<file path="config.mk">
export PLATFORM = sky130hd
export DESIGN_NAME = instr_fetch_unit
export DESIGN_NICKNAME = d
export VERILOG_FILES = /design/src/rtl/instr_fetch_unit.sv
export SDC_FILE = /design/constraint.sdc
export NUM_CORES = 1
export LEC_CHECK = 0
export ABC_CLOCK_PERIOD_IN_PS = 2850
export BUFFER_PORTS_ARGS = -buffer_cell sky130_fd_sc_hd__buf_2
export CORE_MARGIN = 1
export CORE_UTILIZATION = 53
export DETAILED_ROUTE_END_ITERATION = 8
export PLACE_DENSITY = 0.8
export RECOVER_POWER = 100
export SLEW_MARGIN = 20
export SYNTH_ARGS = -nofsm -noshare
export SYNTH_HDL_FRONTEND = slang
export SYNTH_SLANG_ARGS = --single-unit
export TNS_END_PERCENT = 20
</file>
<file path="constraint.sdc">
create_clock -name clk_i -period 2.85 [get_ports clk_i]
set_input_delay 0.4275 -clock clk_i [delete_from_list [all_inputs] [get_ports clk_i]]
set_output_delay 0.4275 -clock clk_i [all_outputs]
set_load 0.03 [all_outputs]
</file>
<file path="src/rtl/instr_fetch_unit.sv">
// Instruction fetch stage: owns the PC, fetches over a req/ack handshake and
// feeds the IF/ID register, honouring downstream stall and branch redirect.
module instr_fetch_unit #(
    parameter logic [31:0] RESET_PC = 32'h0000_0000,
    parameter logic [31:0] PC_STEP  = 32'd4
) (
    input  logic        clk_i,
    input  logic        rst_i,
    output logic        imem_req_o,
    output logic [31:0] imem_addr_o,
    input  logic        imem_ack_i,
    input  logic [31:0] imem_data_i,
    input  logic        hazardDetected_i,
    input  logic        branchTaken_i,
    input  logic [31:0] branchTarget_i,
    output logic [31:0] instr_o,
    output logic [31:0] instrAddr_o,
    output logic        instrValid_o,
    output logic        IFFlush_o
);

    // Handshake: a fetch is requested while imem_req_o=1 and completes in the
    // cycle imem_ack_i=1 (possibly the first one); imem_addr_o holds until then.
    typedef enum logic [1:0] {IDLE, FETCH, HOLD, DRAIN} state_e;

    state_e      state_q;
    logic [31:0] pc_q;
    logic [31:0] pc_d;
    logic [31:0] drain_addr_q;
    logic [31:0] instr_q;
    logic [31:0] instr_addr_q;
    logic        valid_q;
    logic [31:0] hold_data_q;
    logic [31:0] hold_addr_q;
    logic        slot_free;

    assign pc_d      = pc_q + PC_STEP;
    assign slot_free = !valid_q || !hazardDetected_i;

    assign imem_req_o   = (state_q == FETCH) || (state_q == DRAIN);
    assign imem_addr_o  = (state_q == DRAIN) ? drain_addr_q : pc_q;
    assign instr_o      = instr_q;
    assign instrAddr_o  = instr_addr_q;
    assign instrValid_o = valid_q;
    assign IFFlush_o    = branchTaken_i;

    always_ff @(posedge clk_i) begin
        if (rst_i) begin
            state_q      <= IDLE;
            pc_q         <= RESET_PC;
            drain_addr_q <= 32'h0;
            instr_q      <= 32'h0;
            instr_addr_q <= 32'h0;
            valid_q      <= 1'b0;
            hold_data_q  <= 32'h0;
            hold_addr_q  <= 32'h0;
        end else if (branchTaken_i) begin
            instr_q      <= 32'h0;
            instr_addr_q <= 32'h0;
            valid_q      <= 1'b0;
            hold_data_q  <= 32'h0;
            hold_addr_q  <= 32'h0;
            pc_q         <= branchTarget_i;
            case (state_q)
                FETCH: begin
                    // An unacked request must still complete at its old address.
                    if (imem_ack_i) begin
                        state_q <= FETCH;
                    end else begin
                        state_q      <= DRAIN;
                        drain_addr_q <= pc_q;
                    end
                end
                DRAIN:   state_q <= imem_ack_i ? FETCH : DRAIN;
                default: state_q <= FETCH;
            endcase
        end else begin
            if (!hazardDetected_i) begin
                instr_q      <= 32'h0;
                instr_addr_q <= 32'h0;
                valid_q      <= 1'b0;
            end
            case (state_q)
                IDLE: state_q <= FETCH;
                FETCH: begin
                    if (imem_ack_i) begin
                        pc_q <= pc_d;
                        if (slot_free) begin
                            instr_q      <= imem_data_i;
                            instr_addr_q <= pc_q;
                            valid_q      <= 1'b1;
                        end else begin
                            hold_data_q <= imem_data_i;
                            hold_addr_q <= pc_q;
                            state_q     <= HOLD;
                        end
                    end
                end
                HOLD: begin
                    if (!hazardDetected_i) begin
                        instr_q      <= hold_data_q;
                        instr_addr_q <= hold_addr_q;
                        valid_q      <= 1'b1;
                        state_q      <= FETCH;
                    end
                end
                DRAIN: begin
                    if (imem_ack_i) state_q <= FETCH;
                end
                default: state_q <= IDLE;
            endcase
        end
    end

endmodule
</file>
==> reports/qor.yml <==
layout:
  stdcell_count: 1442
  drive_above_1_share_pct: 13.9
  syn2layout_area_growth_pct: 16.7
  final_util_pct: 64.3
  design_area_sq_um: 10400
  diodes: 0
  finalNetCount: 1286
die:
  coreArea_sq_um: 16100
  ioPinCount: 168
  start_util_pct: 55.1
  die_y_microns: 131
  die_area_sq_um: 17300
  row_count: 46
  die_x_microns: 131
place:
  globalplace.congestion: 0.856
  placed_cells: 1410
  placed_area_sq_um: 9910
  dp_hpwl_microns: 15700
  port_buffers: 167
  dp_slack_ns: 0.706
synth:
  yosys.area.top_type_share_pct: 44.0
  synth_cells: 1103
  synth_area_leaders: "dfxtp_1 (44%), nand2_1 (12%), a21oi_1 (6.9%)"
  synth_flop_cell: "dfxtp_1"
  ys_seq_elements: 195
  syn_area_sq_um: 8880
  synth-edff-count: 0
  syn_nets: 1176
  synth.yosys.seq_area_share_pct: 44.0
  synth_cell_types: 40
  syn_area_per_cell_sq_um: 8.05
  yosys_warnings: 0
  synthArstFlopShare_pct: 0
  post-synth-top-area-cell: "dfxtp_1"
critical_path:
  worst-path-stages: 4
  path_class: "reg2out"
  timing.critical_path.cells: "ha_1, buf_4, mux2_2, clkbuf_1"
  critPathLaunch: "state_q[0]"
  worst-path-buf-inv: 2
  worstRegToRegCells: 6
  end_kind: "primary output"
  timing.rr.start: "instrValid_o"
  crit_required_ns: 2.42
  crit_path_top_delay_cell: "buf_4"
  cp_data_arrival_time_ns: 2.03
  cp_max_fo: 34
  cpPeakStageDelay_ns: 0.41
  critPathLaunchType: "register"
  cp_top_family: "buffers and inverters"
global_routing:
  overflow: 0
  grt_pass1_wl_microns: 39800
  antenna_found_initial: 1
  grt_pass1_vias: 7645
  grt_start_max_net_pins: 68
  grt_use_total_pct: 28.7
clock_network:
  cts_setup_buffers: 0
  cts_root_buffer: "clkbuf_16"
  numCtsBuffers: 17
  cts.clk_slew.worst_paths_ns: 0.07
  cts_tree: "built"
  worstSkewPairLatency_ns: 0.44
  cts_num_sinks: 195
  cts-htree-levels: 4
  cts-hold-fix-buffers: 0
  cts_buffer_depth: 2
  cts_resized: 0
outcome:
  violations: "capacitance limit, slew limit"
  status: "finished with violations"
timing:
  rsz0062_at_grt: "false"
  fmax_ghz: 0.407
  finalSetupTns_ns: 0
  finalHoldViolCount: 0
  worstMarginPinSlew_ns: 2.07
  setup_ws_ns: 0.395
  fin_hold_ws_ns: 0.237
  timing.final.crit_share_pct: 86.1
  skew_ns: 0.00885
  setup_viol: 0
  slew_headroom_pct: -37.8
  finalMaxSlewViolations: 46
  period_needed_ns: 2.46
routing:
  wl_microns: 25000
  drc: 0
  ant_nets: 0
  vias_per_cell: 5.89
  dr.first_iter.drc_count: 909
  routed-via-count: 8498
  first_pass_iters: 6
  wire_per_inst_microns: 17.3
power:
  powerDensity_nw_per_um2: 573
  finalPower_mw: 5.94
  irDropWorstVdd_v: 0.000496
  p_leak_nw: 3.65
worst_hold_path:
  hold_path_class: "in2reg"
  min-delay-start: "branchTarget_i[1]"
  hold_path_depth: 3
flow_run:
  drv_cap: 1
worst register-to-register path, cell delays in order (launching register included):
cell and delay [ns]:
dfxtp_1 0.35, nand2_1 0.22, and2_1 0.89, clkbuf_2 0.45
a22oi_1 0.14, o21ai_0 0.19, a22o_1 0.15
path summary, 6_finish.rpt:
check	slack [ns]	to
setup reg to reg	0.41	instrAddr_o[22]
hold reg to reg	0.45	drain_addr_q[8]
setup / recovery	0.39	imem_addr_o[31]
hold / removal	0.24	pc_q[1]
layout make-up:
class	count	area, sq um
Inverter	23	86.3
Multi-Input combinational cell	779	4500
Sequential cell	195	3900
Tap cell	216	270
Clock buffer	17	425
Clock inverter	15	180
Fill cell	1469	5750
Timing Repair Buffer	197	1000
flip-flops by register name, indices dropped and copies added (netlist names):
signal / cells
state_q: 2
hold_addr_q: 32
instrValid_o: 1
hold_data_q: 32
pc_q: 32
instrAddr_o: 32
drain_addr_q: 32
instr_o: 32
metal layers:
metal  up-vias  track usage [%]  wire length (microns)
met2       387             45.0                  11500
met4         2             12.1                    658
li1       4053                -                      -
met3        56             5.48                   1900
met5         -                0                     12
met1      4000             38.4                  10900
where the power goes:
part / switching, mW / internal [mW]
clock network: 1.09 / 1.39
registers: 0.0750 / 2.77
logic: 0.402 / 0.206
cell usage in the layout, fill, tap and decap left out, types with 5 or more instances in the layout:
| master | instances |
|---|---|
| buf_4 | 15 |
| nand4_1 | 13 |
| nor2_1 | 21 |
| dfxtp_1 | 195 |
| clkbuf_1 | 103 |
| buf_2 | 69 |
| a22oi_1 | 64 |
| xnor2_1 | 18 |
| nand3_1 | 11 |
| inv_1 | 23 |
| buf_12 | 7 |
| mux2i_1 | 6 |
| o21ai_0 | 71 |
| nand2_1 | 274 |
| mux2_2 | 30 |
| clkbuf_16 | 17 |
| a21oi_1 | 123 |
| xor2_1 | 9 |
| o21a_1 | 18 |
| a22o_1 | 64 |
| nor3_1 | 5 |
| and3_1 | 9 |
logic make-up after synthesis:
group                      Yosys count  synth area share [%]
and+or+nand+nor                    363                  17.4
AOI/OAI and AO/OA                  348                  24.8
DFF                                195                  44.0
buffers and inverters              129                  5.92
muxes                               37                  4.61
xor gates and xnor gates            27                  2.66
adders and majority gates            4                 0.564
cells in the mapped netlist, types with 6 or more instances:
cell type,instances
mux2i_1,6
o21a_1,18
a22oi_1,64
nand3_1,12
xor2_1,9
buf_2,20
xnor2_1,18
nor2_1,25
and3_1,9
mux2_2,31
nand4_1,13
dfxtp_1,195
a22o_1,64
nand2_1,274
o21ai_0,71
clkbuf_1,76
inv_1,23
a21oi_1,123
Power figures use the tool's default switching activity.
